File: src/rtl/vga_pkg.sv
// vga_pkg: shared pixel/colour widths, background colour and the rectangle config record
package vga_pkg;
    localparam int DEF_XW = 10;
    localparam int DEF_YW = 10;
    localparam int DEF_CW = 12;
    localparam logic [DEF_CW-1:0] DEF_BG_COLOR = 12'h000;

    typedef struct packed {
        logic              en;
        logic [DEF_XW-1:0] x0;
        logic [DEF_YW-1:0] y0;
        logic [DEF_XW-1:0] w;
        logic [DEF_YW-1:0] h;
        logic [DEF_CW-1:0] color;
    } rect_cfg_t;
endpackage

File: src/rtl/rect_hit.sv
// rect_hit: registered hit test of one pixel against one rectangle slot
module rect_hit
    import vga_pkg::*;
(
    input  logic              clk,
    input  logic              rst_n,
    input  rect_cfg_t         cfg_i,
    input  logic [DEF_XW-1:0] x_i,
    input  logic [DEF_YW-1:0] y_i,
    output logic              in_o
);
    // One extra bit so x0+w / y0+h never wrap back onto the left/top of the screen.
    logic [DEF_XW:0] right;
    logic [DEF_YW:0] bottom;
    logic            in_d, in_q;

    assign right  = {1'b0, cfg_i.x0} + {1'b0, cfg_i.w};
    assign bottom = {1'b0, cfg_i.y0} + {1'b0, cfg_i.h};
    assign in_d   = cfg_i.en && x_i >= cfg_i.x0 && {1'b0, x_i} < right
                             && y_i >= cfg_i.y0 && {1'b0, y_i} < bottom;
    assign in_o   = in_q;

    always_ff @(posedge clk or negedge rst_n) begin
        if (!rst_n) in_q <= 1'b0;
        else        in_q <= in_d;
    end
endmodule

File: src/rtl/rect_compositor.sv
// rect_compositor: draws N_RECT prioritised solid rectangles over a background, 2-cycle pipeline
module rect_compositor
    import vga_pkg::*;
#(
    parameter int            N_RECT   = 4,
    parameter int            XW       = DEF_XW,
    parameter int            YW       = DEF_YW,
    parameter int            CW       = DEF_CW,
    parameter logic [CW-1:0] BG_COLOR = DEF_BG_COLOR,
    parameter int            IDXW     = (N_RECT > 1) ? $clog2(N_RECT) : 1
) (
    input  logic            clk,
    input  logic            rst_n,
    input  logic [XW-1:0]   x,
    input  logic [YW-1:0]   y,
    input  logic            display,
    input  logic            frame_start,
    input  logic            cfg_valid,
    output logic            cfg_ready,
    input  logic [IDXW-1:0] cfg_idx,
    input  logic            cfg_en,
    input  logic [XW-1:0]   cfg_x0,
    input  logic [YW-1:0]   cfg_y0,
    input  logic [XW-1:0]   cfg_w,
    input  logic [YW-1:0]   cfg_h,
    input  logic [CW-1:0]   cfg_color,
    output logic [CW-1:0]   rgb,
    output logic            display_o,
    output logic            hit,
    output logic [IDXW-1:0] hit_idx
);
    rect_cfg_t         shadow_q [N_RECT];
    rect_cfg_t         active_q [N_RECT];
    rect_cfg_t         wr_cfg;
    logic [CW-1:0]     color_q [N_RECT];
    logic [N_RECT-1:0] in_s1;
    logic              ready_q, accept, disp1_q, disp2_q, found, hit_d, hit_q;
    logic [IDXW-1:0]   win, idx_d, idx_q;
    logic [CW-1:0]     rgb_d, rgb_q;

    // The commit cycle refuses writes so the shadow copied into active is stable.
    assign cfg_ready = ready_q && !frame_start;
    assign accept    = cfg_valid && cfg_ready;
    assign wr_cfg    = '{en: cfg_en, x0: cfg_x0, y0: cfg_y0, w: cfg_w, h: cfg_h, color: cfg_color};

    always_ff @(posedge clk or negedge rst_n) begin
        if (!rst_n) begin
            ready_q <= 1'b0;
            for (int i = 0; i < N_RECT; i++) begin
                shadow_q[i] <= '0;
                active_q[i] <= '0;
            end
        end else begin
            ready_q <= 1'b1;
            for (int i = 0; i < N_RECT; i++) begin
                if (accept && int'(cfg_idx) == i) shadow_q[i] <= wr_cfg;
                if (frame_start) active_q[i] <= shadow_q[i];
            end
        end
    end

    for (genvar i = 0; i < N_RECT; i++) begin : g_slot
        rect_hit u_hit (
            .clk   (clk),
            .rst_n (rst_n),
            .cfg_i (active_q[i]),
            .x_i   (x),
            .y_i   (y),
            .in_o  (in_s1[i])
        );
    end

    always_ff @(posedge clk or negedge rst_n) begin
        if (!rst_n) begin
            disp1_q <= 1'b0;
            for (int i = 0; i < N_RECT; i++) color_q[i] <= '0;
        end else begin
            disp1_q <= display;
            for (int i = 0; i < N_RECT; i++) color_q[i] <= active_q[i].color;
        end
    end

    // Scan from the top so the lowest-indexed hitting slot is left in win.
    always_comb begin
        found = 1'b0;
        win   = '0;
        for (int i = N_RECT - 1; i >= 0; i--) begin
            if (in_s1[i]) begin
                found = 1'b1;
                win   = IDXW'(i);
            end
        end
        hit_d = disp1_q && found;
        idx_d = hit_d ? win : '0;
        rgb_d = !disp1_q ? '0 : found ? color_q[win] : BG_COLOR;
    end

    always_ff @(posedge clk or negedge rst_n) begin
        if (!rst_n) begin
            disp2_q <= 1'b0;
            hit_q   <= 1'b0;
            idx_q   <= '0;
            rgb_q   <= '0;
        end else begin
            disp2_q <= disp1_q;
            hit_q   <= hit_d;
            idx_q   <= idx_d;
            rgb_q   <= rgb_d;
        end
    end

    assign rgb       = rgb_q;
    assign display_o = disp2_q;
    assign hit       = hit_q;
    assign hit_idx   = idx_q;
endmodule

File: config.mk
export PLATFORM = sky130hd
export DESIGN_NAME = rect_compositor
export DESIGN_NICKNAME = d
export VERILOG_FILES = /design/src/rtl/vga_pkg.sv /design/src/rtl/rect_hit.sv /design/src/rtl/rect_compositor.sv
export SDC_FILE = /design/constraint.sdc
export NUM_CORES = 1
export LEC_CHECK = 0
export ABC_AREA = 1
export CAP_MARGIN = 20
export CORE_UTILIZATION = 45
export CTS_CLUSTER_SIZE = 20
export DETAILED_ROUTE_END_ITERATION = 10
export PLACE_DENSITY = 0.71
export SKIP_LAST_GASP = 1
export SLEW_MARGIN = 20
export SYNTH_ARGS = -nofsm -noshare
export SYNTH_HDL_FRONTEND = slang
export SYNTH_SLANG_ARGS = --single-unit
File: constraint.sdc
create_clock -name clk -period 5.6 [get_ports clk]
set_input_delay 0.84 -clock clk [delete_from_list [all_inputs] [get_ports clk]]
set_output_delay 0.84 -clock clk [all_outputs]
set_load 0.02 [all_outputs]
### Word level (Yosys, flattened, before mapping)

Index checks and enable logic that the tools add are counted.
Widths: inputs -> output; s select.

* bits in writable memories: 0
* input port bits: 80
* logic and storage cells: 130
* ROM bits: 0
* memories kept: 0
* register bits: 494
* bits in latches: 0

* multipliers: 0
* equal/unequal tests: 3
* reductions and logical operators: 25
* bitwise logic cells: 1
* add/subtract/negate cells: 8
* multiplexer cells: 14
* magnitude comparators: 17
* shifts and indexed selects: 0
* div/mod/pow operators: 0

Operators with widths (count)
* $add 10x10->11: 8
* $lt 10x11->1: 8
* $ge 10x10->1: 8
* $mux 12: 4
* $bmux 12 s2: 1
* $logic_and 1x1->1: 23
* $mux 2: 5
* $eq 2x2->1 const B: 2
* $mux 1: 4
* $ge 3x3->1 const B: 1
* $not 2->3: 1
* $eq 2x1->1 const B: 1
* $logic_not 2->1: 1
* $logic_not 1->1: 1

### Longest topological paths before layout

* depth in word-level cells: 10
* depth in mapped cells: 19
* mapped depth without buffers: 19

### Modules after synthesis

Synthesis repeated with hierarchy kept, for this count alone.

* cells, all modules: 2571
* area total of the unflattened synthesis: 25395.6 µm²

By module, submodules not included
* rect_compositor: cells each 1401, sequential area each 12261.8 µm², times used 1, area an instance 17795.8 µm²
* rect_hit (g_slot[2].u_hit ...): cells each 292, sequential area each 25.0 µm², times used 2, area an instance 1904.3 µm²
* rect_hit (g_slot[0].u_hit ...): cells each 293, sequential area each 25.0 µm², times used 2, area an instance 1895.6 µm²

### Worst setup path after synthesis

OpenSTA, ideal clock, no wires.

* path type: reg-to-reg
* start: register active_q[42] in the netlist's numbering
* end: register g_slot[3].u_hit.in_q
* path buffers: 0
* setup slack: 3.230 ns
* clock period less this slack: 2.370 ns
* data arrival time: 2.299 ns
* cell stages (with the launch flop): 19
* path through: dfrtp_1 > ha_1 > fa_1 > inv_1 > nor2_1 > nor2_1 > xor2_1 > ha_1 > nand2_1 > inv_1 > a21oi_1 > nand2_1 > nand2_1 > nand2_1 > nand2_1 > nand2_1 > nand2_1 > nand2_1 > nor2_1

* cells in the longest elaborated chain, start to end: 5
* elaborated cells between the ends (all ways): 7
* classes of those cells: add/sub (1); order compare (2); reduce/logical (4)

Ends and longest elaborated chain
* start: declaration: RTL line rect_compositor.sv:33 `rect_cfg_t active_q [N_RECT];`
* start signal: indexed assignment: RTL line rect_compositor.sv:57 `if (frame_start) active_q[i] <= shadow_q[i];`
* $add 10x10->11 or $ge 10x10->1 (tied branches): RTL line rect_hit.sv:17, rect_hit.sv:19
* $lt 10x11->1 or $logic_and 1x1->1 (tied branches): RTL line rect_hit.sv:19 `assign in_d = cfg_i.en && x_i >= cfg_i.x0 && {1'b0, x_i} < right`
* $logic_and 1x1->1 (*): RTL line rect_hit.sv:19
* $logic_and 1x1->1 (*) (2 in series): RTL line rect_hit.sv:20 `&& y_i >= cfg_i.y0 && {1'b0, y_i} < bottom;`
* net g_slot[3].u_hit.in_d: RTL line rect_hit.sv:15 `logic in_d, in_q;`
* end signal: assignment: RTL line rect_hit.sv:25 `else in_q <= in_d;`
* end: declaration: RTL line rect_hit.sv:15

Mark *: on every way through the listed nets, which the timed path passes. The rest lies on a longest branch.
A chain may end at the register's enable or synchronous reset.

### Worst setup path in the final report

* start: input port frame_start
* end: output port cfg_ready

* cells in the longest elaborated chain, start to end: 2

Ends and longest elaborated chain
* start: declaration: RTL line rect_compositor.sv:17 `input logic frame_start,`
* $logic_not 1->1: RTL line rect_compositor.sv:42 `assign cfg_ready = ready_q && !frame_start;`
* $logic_and 1x1->1: RTL line rect_compositor.sv:42
* end: declaration: RTL line rect_compositor.sv:19 `output logic cfg_ready,`

Every way passes these cells.

==> results.md <==
Run status
- **status** complete, no violations

Global routing
- **total congestion overflow after global routing** 0
- **number of antenna violations at the first check in global routing** 1
- **gr usage total** 21.5%
- **wire length of the first global-routing pass** 96.9 mm
- **pin count of the biggest net entering global routing** 236
- **number of global-route vias before repair** 18500

Yosys
- **sequential area share after synthesis** 49.6%
- **Synth Net Count** 3057
- **synth top area cells** dfrtp_1 (50%), ha_1 (12%), nand2_1 (7.4%), a21oi_1 (5.5%), nor2_1 (5.0%)
- **ys flop type** dfrtp_1
- **number of warning messages in the yosys log** 0
- **Synth area leader** dfrtp_1
- **mean instance size in the synthesized netlist** 9.11 µm²
- **share of flip-flops with an asynchronous set or reset** 100%
- **number of synthesized flops with an enable pin** 0
- **number of register bits inferred by synthesis** 494
- **Gate Count Post-Synth** 2737
- **area of the mapped netlist** 24900 µm²
- **number of distinct standard cells referenced by the synthesized netlist** 30
- **top-area cell type share of the netlist area** 49.6%

Floorplanning
- **floorplan die height** 237 µm
- **overall die width** 237 µm
- **site row count** 85
- **number of top-level design ports** 97
- **initial cell density of the core** 46.0%
- **core box area** 54200 µm²
- **area enclosed by the die boundary** 56400 µm²

Timing
- **part of the cycle the worst path needs** 52.6%
- **Sum Neg Setup Slack** 0 ps
- **maximum clock frequency** 0.339 GHz
- **max_slew headroom** 32.0%
- **Setup Viol. Count Final** 0
- **shortest clock period the worst path allows after layout** 2950 ps
- **worst clock skew on the final layout** 24.1 ps
- **RSZ-0062 raised after global routing** no
- **max-slew violation count** 0
- **Worst-Margin Slew** 1020 ps
- **Final Hold Fails** 0

Placement
- **half-perimeter wire length after detailed placement** 41.5 mm
- **weighted congestion reported at the end of routability-driven placement** 0.909
- **post-detailed-placement cell area** 26500 µm²
- **count of port buffers added during placement** 96
- **number of placed instances, taps included** 3451

Clock tree
- **post-cts resize count** 0
- **number of buffers inserted for hold repair after clock tree synthesis** 0
- **post-CTS repair timing setup buffer count** 0
- **Max Root-Sink Buffers** 3
- **Clock Tree Root** clkbuf_16
- **Clock H-tree levels** 2
- **total clock buffers created by CTS** 50
- **CTS tree** yes
- **clock network latency to the later pin of the worst-skew pair** 610 ps
- **clock-pin slew of the registers on the worst-case setup and hold paths** 60 ps
- **# clock sinks** 494

Cells and area
- **fraction of final layout cells sized beyond drive strength 1** 6.29%
- **number of nets in the final layout** 3127
- **post-route standard cell area excluding fillers** 28200 µm²
- **Ant. Diodes** 0
- **Area growth, synth to finish** 13.2%
- **number of standard cells in the final layout excluding fillers** 3540
- **Finished Core Util** 52.1%

Pwr
- **power density over the cells** 447 nW/µm²
- **Power Total** 12.6 mW
- **Max rail drop VDD** 0.000383 V
- **static leakage** 13.6 nW

Worst setup path
- **Critical Path Source** frame_start
- **Critical Path Source Type** input port
- **critical path data required time** 4760 ps
- **crit-path max FO** 131
- **type of the worst setup path** in -> out
- **capturing element type of the critical path** output pin
- **depth of the worst register-to-register path** 18
- **reg2reg start** active_q[85]
- **CP Data Arrival Time** 2110 ps

Run
- **# Max-Cap Violations** 0

Route
- **DR DRC count** 0
- **number of nets still failing antenna checks after routing** 0
- **Detailed Route WL** 59.2 mm
- **first-pass iteration count of the detailed router** 6
- **number of design-rule violations left by the first detailed-router iteration** 1304
- **drt via density** 5.21
- **number of vias in the routed layout** 18400
- **detailed-route wire length per cell** 16.7 µm

Hold path
- **hold crit path type** in -> async

[state kept, by name (all words and copies together) (netlist names)]
name and cells:
hit 1, color_q 48, ready_q 1, active_q 212, disp1_q 1, display_o 1
shadow_q 212, hit_idx 2, g_slot.u_hit.in_o 4, rgb 12
[Yosys cell counts, types with 21 or more instances]
cell / n
nor2_1: 334
nand2_1: 489
clkbuf_1: 21
buf_2: 60
mux2_2: 78
nand3_1: 53
ha_1: 232
inv_1: 305
dfrtp_1: 494
xnor2_1: 21
xor2_1: 43
a21oi_1: 275
o21ai_0: 211
nand4_1: 24
[report_power, final]
part           leakage, nW  internal (mW)  switching [mW]
clock network        0.862           2.13            1.43
logic                 6.89           1.71            2.54
registers             5.86           4.37           0.442
total                 13.6           8.21            4.41
[logic make-up after synthesis]
logic type                 after synthesis  share of synthesized area (%)
xor gates and xnor gates                64                           2.25
adders and majority gates              240                           12.3
buffers and inverters                  394                           6.35
and+or+nand+nor                        923                           14.8
AOI/OAI and AO/OA                      543                           11.3
other                                    1                         0.0150
DFF                                    494                           49.6
muxes                                   78                           3.52
[worst paths after layout]
| kind | to | slack (ps) |
|---|---|---|
| max in group asynchronous | active_q[105] | 3840 |
| min in group clk | color_q[23] | 350 |
| max reg2reg | g_slot[2].u_hit.in_o | 2710 |
| max | cfg_ready | 2650 |
| min reg2reg | color_q[23] | 350 |
| min | active_q[76] | 320 |
[cell usage in the layout, fill, tap and decap left out, types with 9 or more instances in the layout]
master | Yosys | layout
mux2_2 | 78 | 78
xnor2_1 | 21 | 21
a21oi_1 | 275 | 275
clkdlybuf4s50_1 | 0 | 94
clkbuf_16 | 0 | 50
nor2_1 | 334 | 334
o21ai_0 | 211 | 211
o21ai_1 | 17 | 17
nand2_1 | 489 | 489
ha_1 | 232 | 232
xor2_1 | 43 | 43
nand4_1 | 24 | 24
clkinv_2 | 0 | 9
dfrtp_1 | 494 | 494
inv_1 | 305 | 305
nand3_1 | 53 | 53
[per-layer routing]
layer	routed length (µm)	GRT usage, %	vias up
li1	-	-	9082
met1	26600	28.5	8866
met2	28700	36.9	400
met3	2440	2.86	96
met4	1560	6.24	2
met5	11	0	-
[critical path, stage by stage]
cell             delay [ps]
buf_8                   550
nor2_4                  110
clkdlybuf4s50_1         580
[per-stage QoR]
step	setup WS [ps]	hold WS [ps]
2_1_floorplan	3230	350
3_3_place_gp	2330	353
3_5_place_dp	2290	361
4_1_cts	2610	320
5_1_grt	2470	368
6_report	2650	317
[cell type report]
class,count,area (µm²)
Fill cell,4886,26000
Multi-Input combinational cell,1849,11000
Clock buffer,66,1390
Tap cell,696,871
Inverter,305,1140
Sequential cell,494,12400
Clock inverter,23,368
Timing Repair Buffer,107,1090
Power figures use the tool's default switching activity.
